### src/rtl/ram_port_arbiter_if.sv
// Bundle of both requester ports and the RAM port-A signals shared by ram_port_arbiter.
// slave = arbiter side; master = requesters plus RAM model side.
interface ram_port_arbiter_if #(
  parameter int unsigned ADDR_W = 30,
  parameter int unsigned DATA_W = 32
);
  logic              m0_req;
  logic              m0_we;
  logic [ADDR_W-1:0] m0_addr;
  logic [DATA_W-1:0] m0_wdata;
  logic [3:0]        m0_byteen;
  logic              m0_gnt;
  logic              m0_rvalid;

  logic              m1_req;
  logic              m1_we;
  logic [ADDR_W-1:0] m1_addr;
  logic [DATA_W-1:0] m1_wdata;
  logic [3:0]        m1_byteen;
  logic              m1_lock;
  logic              m1_gnt;
  logic              m1_rvalid;

  logic [DATA_W-1:0] rdata;
  logic [ADDR_W-1:0] ram_address;
  logic [DATA_W-1:0] ram_data;
  logic [3:0]        ram_byteena;
  logic              ram_wren;
  logic [DATA_W-1:0] ram_q;

  modport slave (
    input  m0_req, m0_we, m0_addr, m0_wdata, m0_byteen,
    input  m1_req, m1_we, m1_addr, m1_wdata, m1_byteen, m1_lock,
    output m0_gnt, m0_rvalid, m1_gnt, m1_rvalid, rdata,
    output ram_address, ram_data, ram_byteena, ram_wren,
    input  ram_q
  );

  modport master (
    output m0_req, m0_we, m0_addr, m0_wdata, m0_byteen,
    output m1_req, m1_we, m1_addr, m1_wdata, m1_byteen, m1_lock,
    input  m0_gnt, m0_rvalid, m1_gnt, m1_rvalid, rdata,
    input  ram_address, ram_data, ram_byteena, ram_wren,
    output ram_q
  );
endinterface

### src/rtl/ram_port_arbiter.sv
// Shares one RAM port between the CPU (m0, priority) and a DMA engine (m1, starvation-protected,
// lockable bursts); tags reads so rvalid returns to the issuer after RD_LAT clocks.
module ram_port_arbiter #(
  parameter int unsigned ADDR_W       = 30,
  parameter int unsigned DATA_W       = 32,
  parameter int unsigned RD_LAT       = 1,
  parameter int unsigned MAX_BURST    = 8,
  parameter int unsigned STARVE_LIMIT = 16
) (
  input  logic            clk,
  input  logic            reset_n,
  ram_port_arbiter_if.slave bus
);

  localparam int unsigned CNT_W = 8;
  localparam logic [CNT_W-1:0] MAX_B      = CNT_W'(MAX_BURST);
  localparam logic [CNT_W-1:0] STARVE_MAX = CNT_W'(STARVE_LIMIT);

  typedef enum logic [1:0] {
    IDLE     = 2'd0,
    DMA_LOCK = 2'd1,
    YIELD    = 2'd2
  } state_e;

  state_e            state_q, state_d;
  logic [CNT_W-1:0]  starve_cnt_q, starve_cnt_d;
  logic [CNT_W-1:0]  burst_cnt_q, burst_cnt_d;
  logic [CNT_W-1:0]  burst_inc_c;
  logic [RD_LAT-1:0] rv0_q, rv0_d;
  logic [RD_LAT-1:0] rv1_q, rv1_d;
  logic              gnt0_c, gnt1_c;

  // Grant selection from registered state and live requests
  always_comb begin
    gnt0_c = 1'b0;
    gnt1_c = 1'b0;
    if (state_q == DMA_LOCK && bus.m1_req) begin
      gnt1_c = 1'b1;
    end else if (state_q == YIELD && bus.m0_req) begin
      gnt0_c = 1'b1;
    end else if (bus.m1_req && starve_cnt_q >= STARVE_MAX) begin
      gnt1_c = 1'b1;
    end else if (bus.m0_req) begin
      gnt0_c = 1'b1;
    end else if (bus.m1_req) begin
      gnt1_c = 1'b1;
    end
  end

  // RAM port mux; idle cycles park on m0 fields with writes disabled
  always_comb begin
    bus.ram_address = bus.m0_addr;
    bus.ram_data    = bus.m0_wdata;
    bus.ram_byteena = 4'b1111;
    bus.ram_wren    = 1'b0;
    if (gnt1_c) begin
      bus.ram_address = bus.m1_addr;
      bus.ram_data    = bus.m1_wdata;
      if (bus.m1_we) begin
        bus.ram_wren    = 1'b1;
        bus.ram_byteena = bus.m1_byteen;
      end
    end else if (gnt0_c) begin
      if (bus.m0_we) begin
        bus.ram_wren    = 1'b1;
        bus.ram_byteena = bus.m0_byteen;
      end
    end
  end

  assign bus.m0_gnt    = gnt0_c;
  assign bus.m1_gnt    = gnt1_c;
  assign bus.m0_rvalid = rv0_q[RD_LAT-1];
  assign bus.m1_rvalid = rv1_q[RD_LAT-1];
  assign bus.rdata     = bus.ram_q;

  assign burst_inc_c = burst_cnt_q + CNT_W'(1);

  // Burst-lock FSM: next state and burst count
  always_comb begin
    state_d     = state_q;
    burst_cnt_d = burst_cnt_q;
    case (state_q)
      IDLE: begin
        if (gnt1_c && bus.m1_lock) begin
          burst_cnt_d = CNT_W'(1);
          state_d     = (CNT_W'(1) >= MAX_B) ? YIELD : DMA_LOCK;
        end
      end
      DMA_LOCK: begin
        if (!bus.m1_lock || !bus.m1_req) begin
          state_d     = IDLE;
          burst_cnt_d = '0;
        end else begin
          burst_cnt_d = burst_inc_c;
          if (burst_inc_c >= MAX_B) state_d = YIELD;
        end
      end
      YIELD: begin
        state_d     = IDLE;
        burst_cnt_d = '0;
      end
      default: begin
        state_d     = IDLE;
        burst_cnt_d = '0;
      end
    endcase
  end

  // Starvation counter saturates so the DMA priority slot stays armed until taken
  always_comb begin
    starve_cnt_d = starve_cnt_q;
    if (!bus.m1_req || gnt1_c) begin
      starve_cnt_d = '0;
    end else if (starve_cnt_q < STARVE_MAX) begin
      starve_cnt_d = starve_cnt_q + CNT_W'(1);
    end
  end

  // Per-owner read tag shift pipes, one bit per stage
  always_comb begin
    rv0_d    = rv0_q;
    rv1_d    = rv1_q;
    rv0_d[0] = gnt0_c & ~bus.m0_we;
    rv1_d[0] = gnt1_c & ~bus.m1_we;
    for (int unsigned i = 1; i < RD_LAT; i++) begin
      rv0_d[i] = rv0_q[i-1];
      rv1_d[i] = rv1_q[i-1];
    end
  end

  always_ff @(posedge clk or negedge reset_n) begin
    if (!reset_n) begin
      state_q      <= IDLE;
      starve_cnt_q <= '0;
      burst_cnt_q  <= '0;
      rv0_q        <= '0;
      rv1_q        <= '0;
    end else begin
      state_q      <= state_d;
      starve_cnt_q <= starve_cnt_d;
      burst_cnt_q  <= burst_cnt_d;
      rv0_q        <= rv0_d;
      rv1_q        <= rv1_d;
    end
  end

endmodule

### src/flat_wrapper.sv
// flat-port wrapper written by rule: the top's interface ports become plain ports
module ram_port_arbiter_flat 
#(
  parameter int unsigned ADDR_W       = 30,
  parameter int unsigned DATA_W       = 32,
  parameter int unsigned RD_LAT       = 1,
  parameter int unsigned MAX_BURST    = 8,
  parameter int unsigned STARVE_LIMIT = 16
)
  (clk, reset_n, bus_m0_req, bus_m0_we, bus_m0_addr, bus_m0_wdata, bus_m0_byteen, bus_m1_req, bus_m1_we, bus_m1_addr, bus_m1_wdata, bus_m1_byteen, bus_m1_lock, bus_m0_gnt, bus_m0_rvalid, bus_m1_gnt, bus_m1_rvalid, bus_rdata, bus_ram_address, bus_ram_data, bus_ram_byteena, bus_ram_wren, bus_ram_q);
  ram_port_arbiter_if #(.ADDR_W(ADDR_W), .DATA_W(DATA_W)) bus_i ();
  input  logic clk;
  input  logic reset_n;
  input wire logic [$bits(bus_i.m0_req)-1:0] bus_m0_req;
  input wire logic [$bits(bus_i.m0_we)-1:0] bus_m0_we;
  input wire logic [$bits(bus_i.m0_addr)-1:0] bus_m0_addr;
  input wire logic [$bits(bus_i.m0_wdata)-1:0] bus_m0_wdata;
  input wire logic [$bits(bus_i.m0_byteen)-1:0] bus_m0_byteen;
  input wire logic [$bits(bus_i.m1_req)-1:0] bus_m1_req;
  input wire logic [$bits(bus_i.m1_we)-1:0] bus_m1_we;
  input wire logic [$bits(bus_i.m1_addr)-1:0] bus_m1_addr;
  input wire logic [$bits(bus_i.m1_wdata)-1:0] bus_m1_wdata;
  input wire logic [$bits(bus_i.m1_byteen)-1:0] bus_m1_byteen;
  input wire logic [$bits(bus_i.m1_lock)-1:0] bus_m1_lock;
  output wire logic [$bits(bus_i.m0_gnt)-1:0] bus_m0_gnt;
  output wire logic [$bits(bus_i.m0_rvalid)-1:0] bus_m0_rvalid;
  output wire logic [$bits(bus_i.m1_gnt)-1:0] bus_m1_gnt;
  output wire logic [$bits(bus_i.m1_rvalid)-1:0] bus_m1_rvalid;
  output wire logic [$bits(bus_i.rdata)-1:0] bus_rdata;
  output wire logic [$bits(bus_i.ram_address)-1:0] bus_ram_address;
  output wire logic [$bits(bus_i.ram_data)-1:0] bus_ram_data;
  output wire logic [$bits(bus_i.ram_byteena)-1:0] bus_ram_byteena;
  output wire logic [$bits(bus_i.ram_wren)-1:0] bus_ram_wren;
  input wire logic [$bits(bus_i.ram_q)-1:0] bus_ram_q;
  assign bus_i.m0_req = bus_m0_req;
  assign bus_i.m0_we = bus_m0_we;
  assign bus_i.m0_addr = bus_m0_addr;
  assign bus_i.m0_wdata = bus_m0_wdata;
  assign bus_i.m0_byteen = bus_m0_byteen;
  assign bus_i.m1_req = bus_m1_req;
  assign bus_i.m1_we = bus_m1_we;
  assign bus_i.m1_addr = bus_m1_addr;
  assign bus_i.m1_wdata = bus_m1_wdata;
  assign bus_i.m1_byteen = bus_m1_byteen;
  assign bus_i.m1_lock = bus_m1_lock;
  assign bus_m0_gnt = bus_i.m0_gnt;
  assign bus_m0_rvalid = bus_i.m0_rvalid;
  assign bus_m1_gnt = bus_i.m1_gnt;
  assign bus_m1_rvalid = bus_i.m1_rvalid;
  assign bus_rdata = bus_i.rdata;
  assign bus_ram_address = bus_i.ram_address;
  assign bus_ram_data = bus_i.ram_data;
  assign bus_ram_byteena = bus_i.ram_byteena;
  assign bus_ram_wren = bus_i.ram_wren;
  assign bus_i.ram_q = bus_ram_q;
  ram_port_arbiter #(.ADDR_W(ADDR_W), .DATA_W(DATA_W), .RD_LAT(RD_LAT), .MAX_BURST(MAX_BURST), .STARVE_LIMIT(STARVE_LIMIT)) u_core (.clk(clk), .reset_n(reset_n), .bus(bus_i));
endmodule
### config.mk
export PLATFORM = sky130hd
export DESIGN_NAME = ram_port_arbiter_flat
export DESIGN_NICKNAME = d
export VERILOG_FILES = /design/src/rtl/ram_port_arbiter_if.sv /design/src/rtl/ram_port_arbiter.sv /design/src/flat_wrapper.sv
export SDC_FILE = /design/constraint.sdc
export NUM_CORES = 1
export LEC_CHECK = 0
export CORE_AREA = 4 4 104 106
export DETAILED_ROUTE_END_ITERATION = 8
export DIE_AREA = 0 0 108 110
export PLACE_DENSITY = 0.78
export SLEW_MARGIN = 30
export SYNTH_ARGS = -nofsm -noshare
export SYNTH_HDL_FRONTEND = slang
export SYNTH_SLANG_ARGS = --single-unit
### constraint.sdc
create_clock -name clk -period 7.1 [get_ports clk]
set_clock_uncertainty 0.15 [all_clocks]
set_input_delay 1.775 -clock clk [delete_from_list [all_inputs] [get_ports clk]]
set_output_delay 1.775 -clock clk [all_outputs]
set_load 0.05 [all_outputs]
## Word level (Yosys, flattened, before mapping)

Index checks and enable logic that the tools add are counted.

| storage, ports and cells | value |
|---|---|
| output and inout bits | 103 |
| word-level logic and storage cells | 57 |
| flip-flop bits (word level) | 20 |

| operators by class | value |
|---|---|
| $add $sub $neg | 2 |
| mux-type cells | 28 |
| reductions and logical operators | 11 |
| bitwise operators | 4 |
| equality and inequality tests | 4 |
| order comparisons | 3 |

Operators by type and width:

| operator | count |
|---|---|
| $mux W32 | 1 |
| $mux W8 | 4 |
| $mux W30 | 1 |
| $add A8 B1 Y8 const B | 2 |
| $mux W4 | 4 |
| $pmux W8 S2 | 1 |
| $mux W1 | 13 |
| $ge A8 B4 Y1 const B | 1 |
| $ge A8 B5 Y1 const B | 1 |
| $lt A8 B5 Y1 const B | 1 |
| $mux W2 | 3 |
| $logic_and A1 B1 Y1 | 4 |
| $pmux W2 S2 | 1 |
| $ne A3 B3 Y1 const B | 1 |
| $and A1 B1 Y1 | 2 |
| $eq A2 B1 Y1 const B | 1 |
| $eq A2 B2 Y1 const B | 1 |
| $logic_not A1 Y1 | 2 |
| $logic_not A2 Y1 | 1 |
| $logic_or A1 B1 Y1 | 2 |
| $ne A2 B1 Y1 const B | 1 |
| $not A1 Y1 | 2 |
| $reduce_and A2 Y1 | 1 |
| $reduce_bool A2 Y1 | 1 |

## Longest topological paths before layout

Gate-level depths: netlist of the first run.

| depth | value |
|---|---|
| depth after elaboration | 8 |
| depth in mapped cells | 5 |

## Worst setup path before layout of the first run

No wires, ideal clock.

| path | value |
|---|---|
| path kind | in2out |
| start | input bus_m1_req |
| end | output bus_ram_byteena[0] |
| slack | 2.274 ns |
| data arrival time | 2.901 ns |
| required time | 5.175 ns |
| stages on the path | 4 |
| cells stage by stage | clkbuf_1 -> inv_1 -> o211ai_1 -> o22a_1 |

| on the way | value |
|---|---|
| longest elaborated chain between the ends | 6 |
| elaborated cells between the ends (all ways) | 12 |

Ends and longest elaborated chain:

| what | RTL line | source |
|---|---|---|
| start, declared | flat_wrapper.sv:19 | `input wire logic [$bits(bus_i.m1_req)-1:0] bus_m1_req;` |
| $mux W1 or $logic_and A1 B1 Y1 (tied branches) | ram_port_arbiter.sv:45, ram_port_arbiter.sv:41 |  |
| $mux W1 (on tied branches) | ram_port_arbiter.sv:43, ram_port_arbiter.sv:41 |  |
| $mux W1 (on tied branches) | ram_port_arbiter.sv:41, ram_port_arbiter.sv:39 |  |
| $mux W1 (on tied branches) | ram_port_arbiter.sv:39, ram_port_arbiter.sv:37 |  |
| $mux W1 or $mux W4 (tied branches) | ram_port_arbiter.sv:37, ram_port_arbiter.sv:63 |  |
| $mux W4 * | ram_port_arbiter.sv:56 | `if (gnt1_c) begin` |
| end, declared | flat_wrapper.sv:32 | `output wire logic [$bits(bus_i.ram_byteena)-1:0] bus_ram_byteena;` |

Every way passes the cells marked *; elsewhere a longest branch is shown, timed or not.

## Worst setup path in the final report of the first run

| path | value |
|---|---|
| start | input bus_m0_req |
| end | output bus_ram_address[12] |

| on the way | value |
|---|---|
| longest elaborated chain between the ends | 5 |
| elaborated cells between the ends (all ways) | 6 |

Ends and longest elaborated chain:

| what | RTL line | source |
|---|---|---|
| start, declared | flat_wrapper.sv:14 | `input wire logic [$bits(bus_i.m0_req)-1:0] bus_m0_req;` |
| $mux W1 | ram_port_arbiter.sv:43 | `end else if (bus.m0_req) begin` |
| $mux W1 | ram_port_arbiter.sv:41 | `end else if (bus.m1_req && starve_cnt_q >= STARVE_MAX) begin` |
| $mux W1 * | ram_port_arbiter.sv:39 | `end else if (state_q == YIELD && bus.m0_req) begin` |
| $mux W1 * | ram_port_arbiter.sv:37 | `if (state_q == DMA_LOCK && bus.m1_req) begin` |
| $mux W30 * | ram_port_arbiter.sv:56 |  |
| end, declared | flat_wrapper.sv:30 | `output wire logic [$bits(bus_i.ram_address)-1:0] bus_ram_address;` |

Marked as above.

==> flow_metrics.py, run 1 <==
metrics = {
    "status": {
        "status": "finished, final reports clean",
    },
    "worst_hold_path": {
        "hold_path.startpoint": "u_core.burst_cnt_q[3]",
        "hp-class": "flop to flop",
        "min_delay_path_depth": 1,
    },
    "detailed_routing": {
        "drc_errors": 0,
        "vias": 2355,
        "wl_per_cell_um": 19.2,
        "dr.pass1.iters": 4,
        "viasPerCell": 4.46,
        "routed_wirelength_um": 10200,
        "postRouteAntennaNets": 0,
        "drt_iter0_drc": 62,
    },
    "timing": {
        "hold_viol": 0,
        "relSlewSlack_pct": 55.4,
        "fin_crit_ns": 6.18,
        "finalCritPeriodShare_pct": 87.1,
        "fin_ws_ns": 0.918,
        "tightest_slew_ns": 0.664,
        "fin_setup_tns_ns": 0,
        "hold_ws_ns": 0.370,
        "setup_viol": 0,
        "rsz0062_at_grt": "false",
        "finalMaxSlewViolations": 0,
        "fmax_mhz": 162,
    },
    "clock_tree": {
        "cts-root-buf": "clkbuf_8",
        "cts_setup_buffers": 0,
        "path_clk_slew_ns": 0.08,
        "cts_max_path_buffers": 2,
        "numCtsBuffers": 3,
        "ctsHoldBuffers": 0,
        "cts_resized": 0,
        "htreeDepth": 1,
        "clock_latency_ns": 0.27,
        "cts_sinks": 20,
        "cts_tree": "yes",
    },
    "placement": {
        "pre_cts_ws_ns": 0.899,
        "dp_cells": 524,
        "gp_congestion": 0.807,
        "io_buffers": 209,
        "place_hpwl_um": 8780,
    },
    "worst_setup_path": {
        "crit_type": "primary input to primary output",
        "crit_arrival_ns": 4.26,
        "critPathLaunch": "bus_m0_req",
        "required_ns": 5.18,
        "start_kind": "primary input",
        "crit_path_end_kind": "primary output",
        "cp_max_fo": 60,
        "reg2reg_depth": 5,
        "r2r-start": "u_core.starve_cnt_q[5]",
    },
    "pwr": {
        "p_leak_nw": 1.62,
        "ir_drop_mv": 0.0754,
        "powerDensity_nw_per_um2": 130,
    },
    "floorplan": {
        "start_util_pct": 22.1,
        "fp.dieArea_um2": 11900,
        "core_area_um2": 9770,
        "dieWidth_um": 108,
        "ios": 274,
        "die_y_um": 110,
        "num_rows": 36,
    },
    "yosys": {
        "synth_top_area_share_pct": 30.3,
        "synth_cell_type_count": 39,
        "async_flop_share_pct": 100,
        "synthTopCellsByCount": "58 x mux2_2, 32 x buf_4, 20 x dfrtp_1",
        "synth_cells": 222,
        "yosysWarnings": 0,
        "seq_area_frac_synth_pct": 23.2,
        "synth_edf_count": 0,
        "postSynthAreaPerCell_um2": 9.72,
        "ys_ff_latch": 20,
        "ys.flop_type": "dfrtp_1",
        "synthesis.nets": 397,
        "synth_largest_area_cell": "mux2_2",
        "yosysMostFrequentCell": "mux2_2",
        "synth_area_leaders": "mux2_2 30%, dfrtp_1 23%, buf_4 11%, buf_6 3.1%, nor2_1 3.0%",
        "synth.cell_area_um2": 2160,
    },
    "layout": {
        "utilization_pct": 42.7,
        "synthToLayoutAreaGrowth_pct": 93.5,
        "multi_input_area_um2": 1320,
        "regArea_um2": 500,
        "instances_no_fill": 528,
        "n_fill_cell": 928,
        "nNetsFinal": 571,
        "antennaDiodeCount": 0,
        "drive_gt1_share_pct": 16.7,
    },
    "global_routing": {
        "grt.total_usage_pct": 15.1,
        "grt_pass1_wl_um": 13500,
        "antenna_found_initial": 0,
        "grt_max_degree": 61,
        "grt_pass1_vias": 2454,
        "gr-total-overflow": 0,
    },
    "run": {
        "maxCapViolations": 0,
    },
}
-- worst paths after layout --
path | end | slack [ns]
worst min register to register | u_core.burst_cnt_q[3] | 0.37
worst min-delay path | u_core.burst_cnt_q[3] | 0.37
worst max-delay path | bus_ram_address[12] | 0.92
worst max register to register | u_core.bus.m1_rvalid | 4.74
max in group asynchronous | u_core.bus.m0_rvalid | 5.18
min in group asynchronous | u_core.burst_cnt_q[6] | 1.30
-- metal layers --
layer	routed length (um)	global-route usage [%]	part of all wire (%)	vias to the layer above
met5	0	0	0	-
met4	386	6.67	3.8	0
met3	1230	6.70	12	39
met2	5190	26.8	51	121
met1	3340	15.5	33	1079
li1	-	-	-	1116
-- report_power, final --
group	internal (mW)	total (mW)	switching (mW)
clock network	0.0495	0.0879	0.0384
logic	0.156	0.334	0.178
registers	0.118	0.123	0.00521
-- area by class of cell --
class	instances	area share [%]
timing repair buffer	210	50.5
multi-input combinational	153	31.5
sequential	20	12.0
tap	133	3.99
clock buffer	4	1.32
inverter	8	0.719
-- flip-flops by register name, indices dropped and copies added, names as in the netlist --
register / flops
u_core.state_q: 2
u_core.bus.m1_rvalid: 1
u_core.bus.m0_rvalid: 1
u_core.burst_cnt_q: 8
u_core.starve_cnt_q: 8
-- through the flow --
stage / instance area, um2 / power [mW]
floorplan: 2160 / 0.357
global placement: 4120 / 0.457
detailed placement: 4120 / 0.460
CTS: 4170 / 0.550
global route: 4170 / 0.567
finish: 4170 / 0.544
-- logic make-up (layout without fill, tap and decap cells) --
family          count (synthesis)  after routing  synth area share [%]
xor+xnor                        6              6                  2.44
simple gates                   44             44                  10.2
flops                          20             20                  23.2
fa+ha+maj                       4              4                  2.32
buf+inv                        49            222                  16.2
compound gates                 34             34                  11.8
mux                            65             65                  33.8
-- worst max-delay path, cell delays in order --
cell and delay (ns):
clkdlybuf4s50_1 0.60, inv_1 0.14, o21ai_4 0.28, buf_12 0.34, mux2_2 0.38, clkdlybuf4s50_1 0.72
-- placed cells by master, fill, tap and decap left out, drive strengths merged, types with 2 or more instances in the layout --
cell and n:
o22a 4, dfrtp 20, buf 2, xnor2 3
nand2 9, clkdlybuf4s50 208, a21oi 9, a22o 3
ha 4, mux2 62, nor3 2, a21o 2
clkbuf 4, mux2i 3, nand4b 2, nor2b 2
and4 2, and3 4, o211ai 3, inv 8
nand3 3, o2111ai 2, a31oi 2, xor2 3
nor2 17
(Power assumes the default switching activity.)
==> run 2, diff against run 1 <==
--- a/config.mk
+++ b/config.mk
@@ -8,6 +8,7 @@
 export CORE_AREA = 4 4 104 106
 export DETAILED_ROUTE_END_ITERATION = 8
 export DIE_AREA = 0 0 108 110
+export GPL_TIMING_DRIVEN = 0
 export PLACE_DENSITY = 0.78
 export SLEW_MARGIN = 30
 export SYNTH_ARGS = -nofsm -noshare
==> flow_metrics.py, run 2 (synthesis results as in run 1) <==
metrics = {
    "clock_tree": {
        "htreeDepth": 1,
        "cts-root-buf": "clkbuf_8",
        "clock_latency_ns": 0.26,
        "numCtsBuffers": 3,
        "cts_tree": "yes",
        "ctsHoldBuffers": 0,
        "path_clk_slew_ns": 0.07,
        "cts_resized": 0,
        "cts_max_path_buffers": 2,
        "cts_setup_buffers": 0,
        "cts_sinks": 20,
    },
    "worst_setup_path": {
        "start_kind": "primary input",
        "worst-r2r-setup-slack_ns": 5.13,
        "crit_arrival_ns": 4.35,
        "crit_chain": "clkdlybuf4s50_1 -> inv_1 -> o21ai_4 -> buf_6 -> mux2_2 -> clkdlybuf4s50_1",
        "reg2reg_depth": 5,
        "critical_path.most_common_cell": "clkdlybuf4s50_1",
        "crit_end": "bus_ram_data[29]",
        "critPathLaunch": "bus_m0_req",
        "r2r-start": "u_core.starve_cnt_q[5]",
        "required_ns": 5.18,
        "crit_type": "primary input to primary output",
        "reg2reg_to": "u_core.bus.m1_rvalid",
        "cpPeakStageDelay_ns": 0.72,
        "crit_slowest_cell": "clkdlybuf4s50_1",
        "crit_path_end_kind": "primary output",
        "cp_max_fo": 10,
    },
    "timing": {
        "tightest_slew_ns": 0.612,
        "finalCritPeriodShare_pct": 88.4,
        "fin_crit_ns": 6.28,
        "rsz0062_at_grt": "false",
        "fin_setup_tns_ns": 0,
        "fmax_mhz": 159,
        "relSlewSlack_pct": 59.1,
        "hold_viol": 0,
        "finalMaxSlewViolations": 0,
        "setup_viol": 0,
        "fin_ws_ns": 0.821,
    },
    "detailed_routing": {
        "routed_wirelength_um": 11000,
        "viasPerCell": 4.45,
        "vias": 2663,
        "dr.pass1.iters": 6,
        "drt_iter0_drc": 103,
        "postRouteAntennaNets": 0,
        "wl_per_cell_um": 18.3,
        "drc_errors": 0,
    },
    "pwr": {
        "powerDensity_nw_per_um2": 129,
        "p_leak_nw": 1.92,
        "p_sw_share_pct": 43.0,
        "pwr-share-seq_pct": 20.0,
        "p_comb_share_pct": 65.8,
        "p_clk_share_pct": 14.2,
        "p_switching_uw": 265,
        "ir_drop_mv": 0.0657,
        "p_int_uw": 351,
    },
    "status": {
        "status": "finished, final reports clean",
    },
    "global_routing": {
        "antenna_found_initial": 0,
        "gr-total-overflow": 0,
        "grt_max_degree": 21,
        "grt.total_usage_pct": 16.2,
        "grt_pass1_wl_um": 14700,
        "grt_pass1_vias": 2816,
    },
    "floorplan": {
        "ios": 274,
        "core_area_um2": 9770,
        "dieWidth_um": 108,
        "num_rows": 36,
        "die_y_um": 110,
        "fp.dieArea_um2": 11900,
        "start_util_pct": 22.1,
    },
    "run": {
        "maxCapViolations": 0,
    },
    "layout": {
        "multi_input_area_um2": 1310,
        "synthToLayoutAreaGrowth_pct": 121,
        "regArea_um2": 500,
        "nNetsFinal": 642,
        "instances_no_fill": 599,
        "antennaDiodeCount": 0,
        "final_cell_mix": "239 x clkdlybuf4s50_1, 58 x mux2_2, 32 x buf_4",
        "reg_top3": "u_core.burst_cnt_q x8, u_core.starve_cnt_q x8, u_core.state_q x2",
        "final_common_cell": "clkdlybuf4s50_1",
        "drive_gt1_share_pct": 22.3,
        "n_fill_cell": 904,
        "finalInstanceArea_um2": 4780,
    },
    "placement": {
        "place_hpwl_um": 9680,
        "dp_cells": 595,
        "io_buffers": 240,
        "gp_congestion": 0.805,
        "pre_cts_ws_ns": 0.795,
        "placed_area_um2": 4730,
    },
    "worst_hold_path": {
        "hp-class": "flop to flop",
    },
}
[run 2: changes by cell type in the layout (fill, tap and decap cells not counted), moves of 2 or more]
cell	previous run	this run
buf_4	0	32
buf_6	0	6
clkbuf_1	0	2
clkdlybuf4s50_1	208	239
[run 2: per-stage QoR]
stage / total power [mW] / util (%) / hold WS [ns]
2_1_floorplan: 0.357 / - / 0.324
3_3_place_gp: 0.528 / 48.3 / 0.349
3_5_place_dp: 0.532 / 48.3 / 0.357
4_1_cts: 0.621 / 48.9 / 0.370
5_1_grt: 0.642 / 48.9 / 0.383
6_report: 0.616 / 48.9 / 0.373
[run 2: cell type report]
cell class,instances,share of cell area (%)
Sequential cell,20,10.5
Multi-Input combinational cell,153,27.4
Buffer,41,6.71
Inverter,8,0.629
Tap cell,133,3.48
Clock buffer,4,1.15
Timing Repair Buffer,240,50.2
[run 2: worst min path at each step]
stage	from	endpoint	slack, ns	cells after the start
floorplan	u_core.burst_cnt_q[3]	u_core.burst_cnt_q[3]	0.32	1
global placement	u_core.burst_cnt_q[3]	u_core.burst_cnt_q[3]	0.35	1
detailed placement	u_core.state_q[1]	u_core.burst_cnt_q[0]	0.36	1
CTS	u_core.starve_cnt_q[7]	u_core.starve_cnt_q[7]	0.37	2
global route	u_core.starve_cnt_q[7]	u_core.starve_cnt_q[7]	0.38	2
finish	u_core.starve_cnt_q[7]	u_core.starve_cnt_q[7]	0.37	2
[run 2: per-layer routing]
layer	track usage, %	routed length (um)	part of all wire [%]	up-vias
met5	0	0	0	-
met4	2.98	123	1.1	0
met3	6.06	1210	11	11
met2	30.8	5810	53	176
met1	17.3	3810	35	1221
li1	-	-	-	1255
[run 2: worst max-delay path: cells and delay by family]
family	cells	cell delay [ns]
AOI/OAI and AO/OA	1	0.47
muxes	1	0.39
buffers and inverters	4	1.70
[run 2: power by group through the flow]
stage	Sequential (mW)	Combinational (mW)	Clock (mW)
floorplan	0.126	0.232	0
global placement	0.125	0.403	0
detailed placement	0.125	0.407	0
CTS	0.123	0.409	0.0895
global route	0.124	0.423	0.0952
finish	0.123	0.406	0.0874
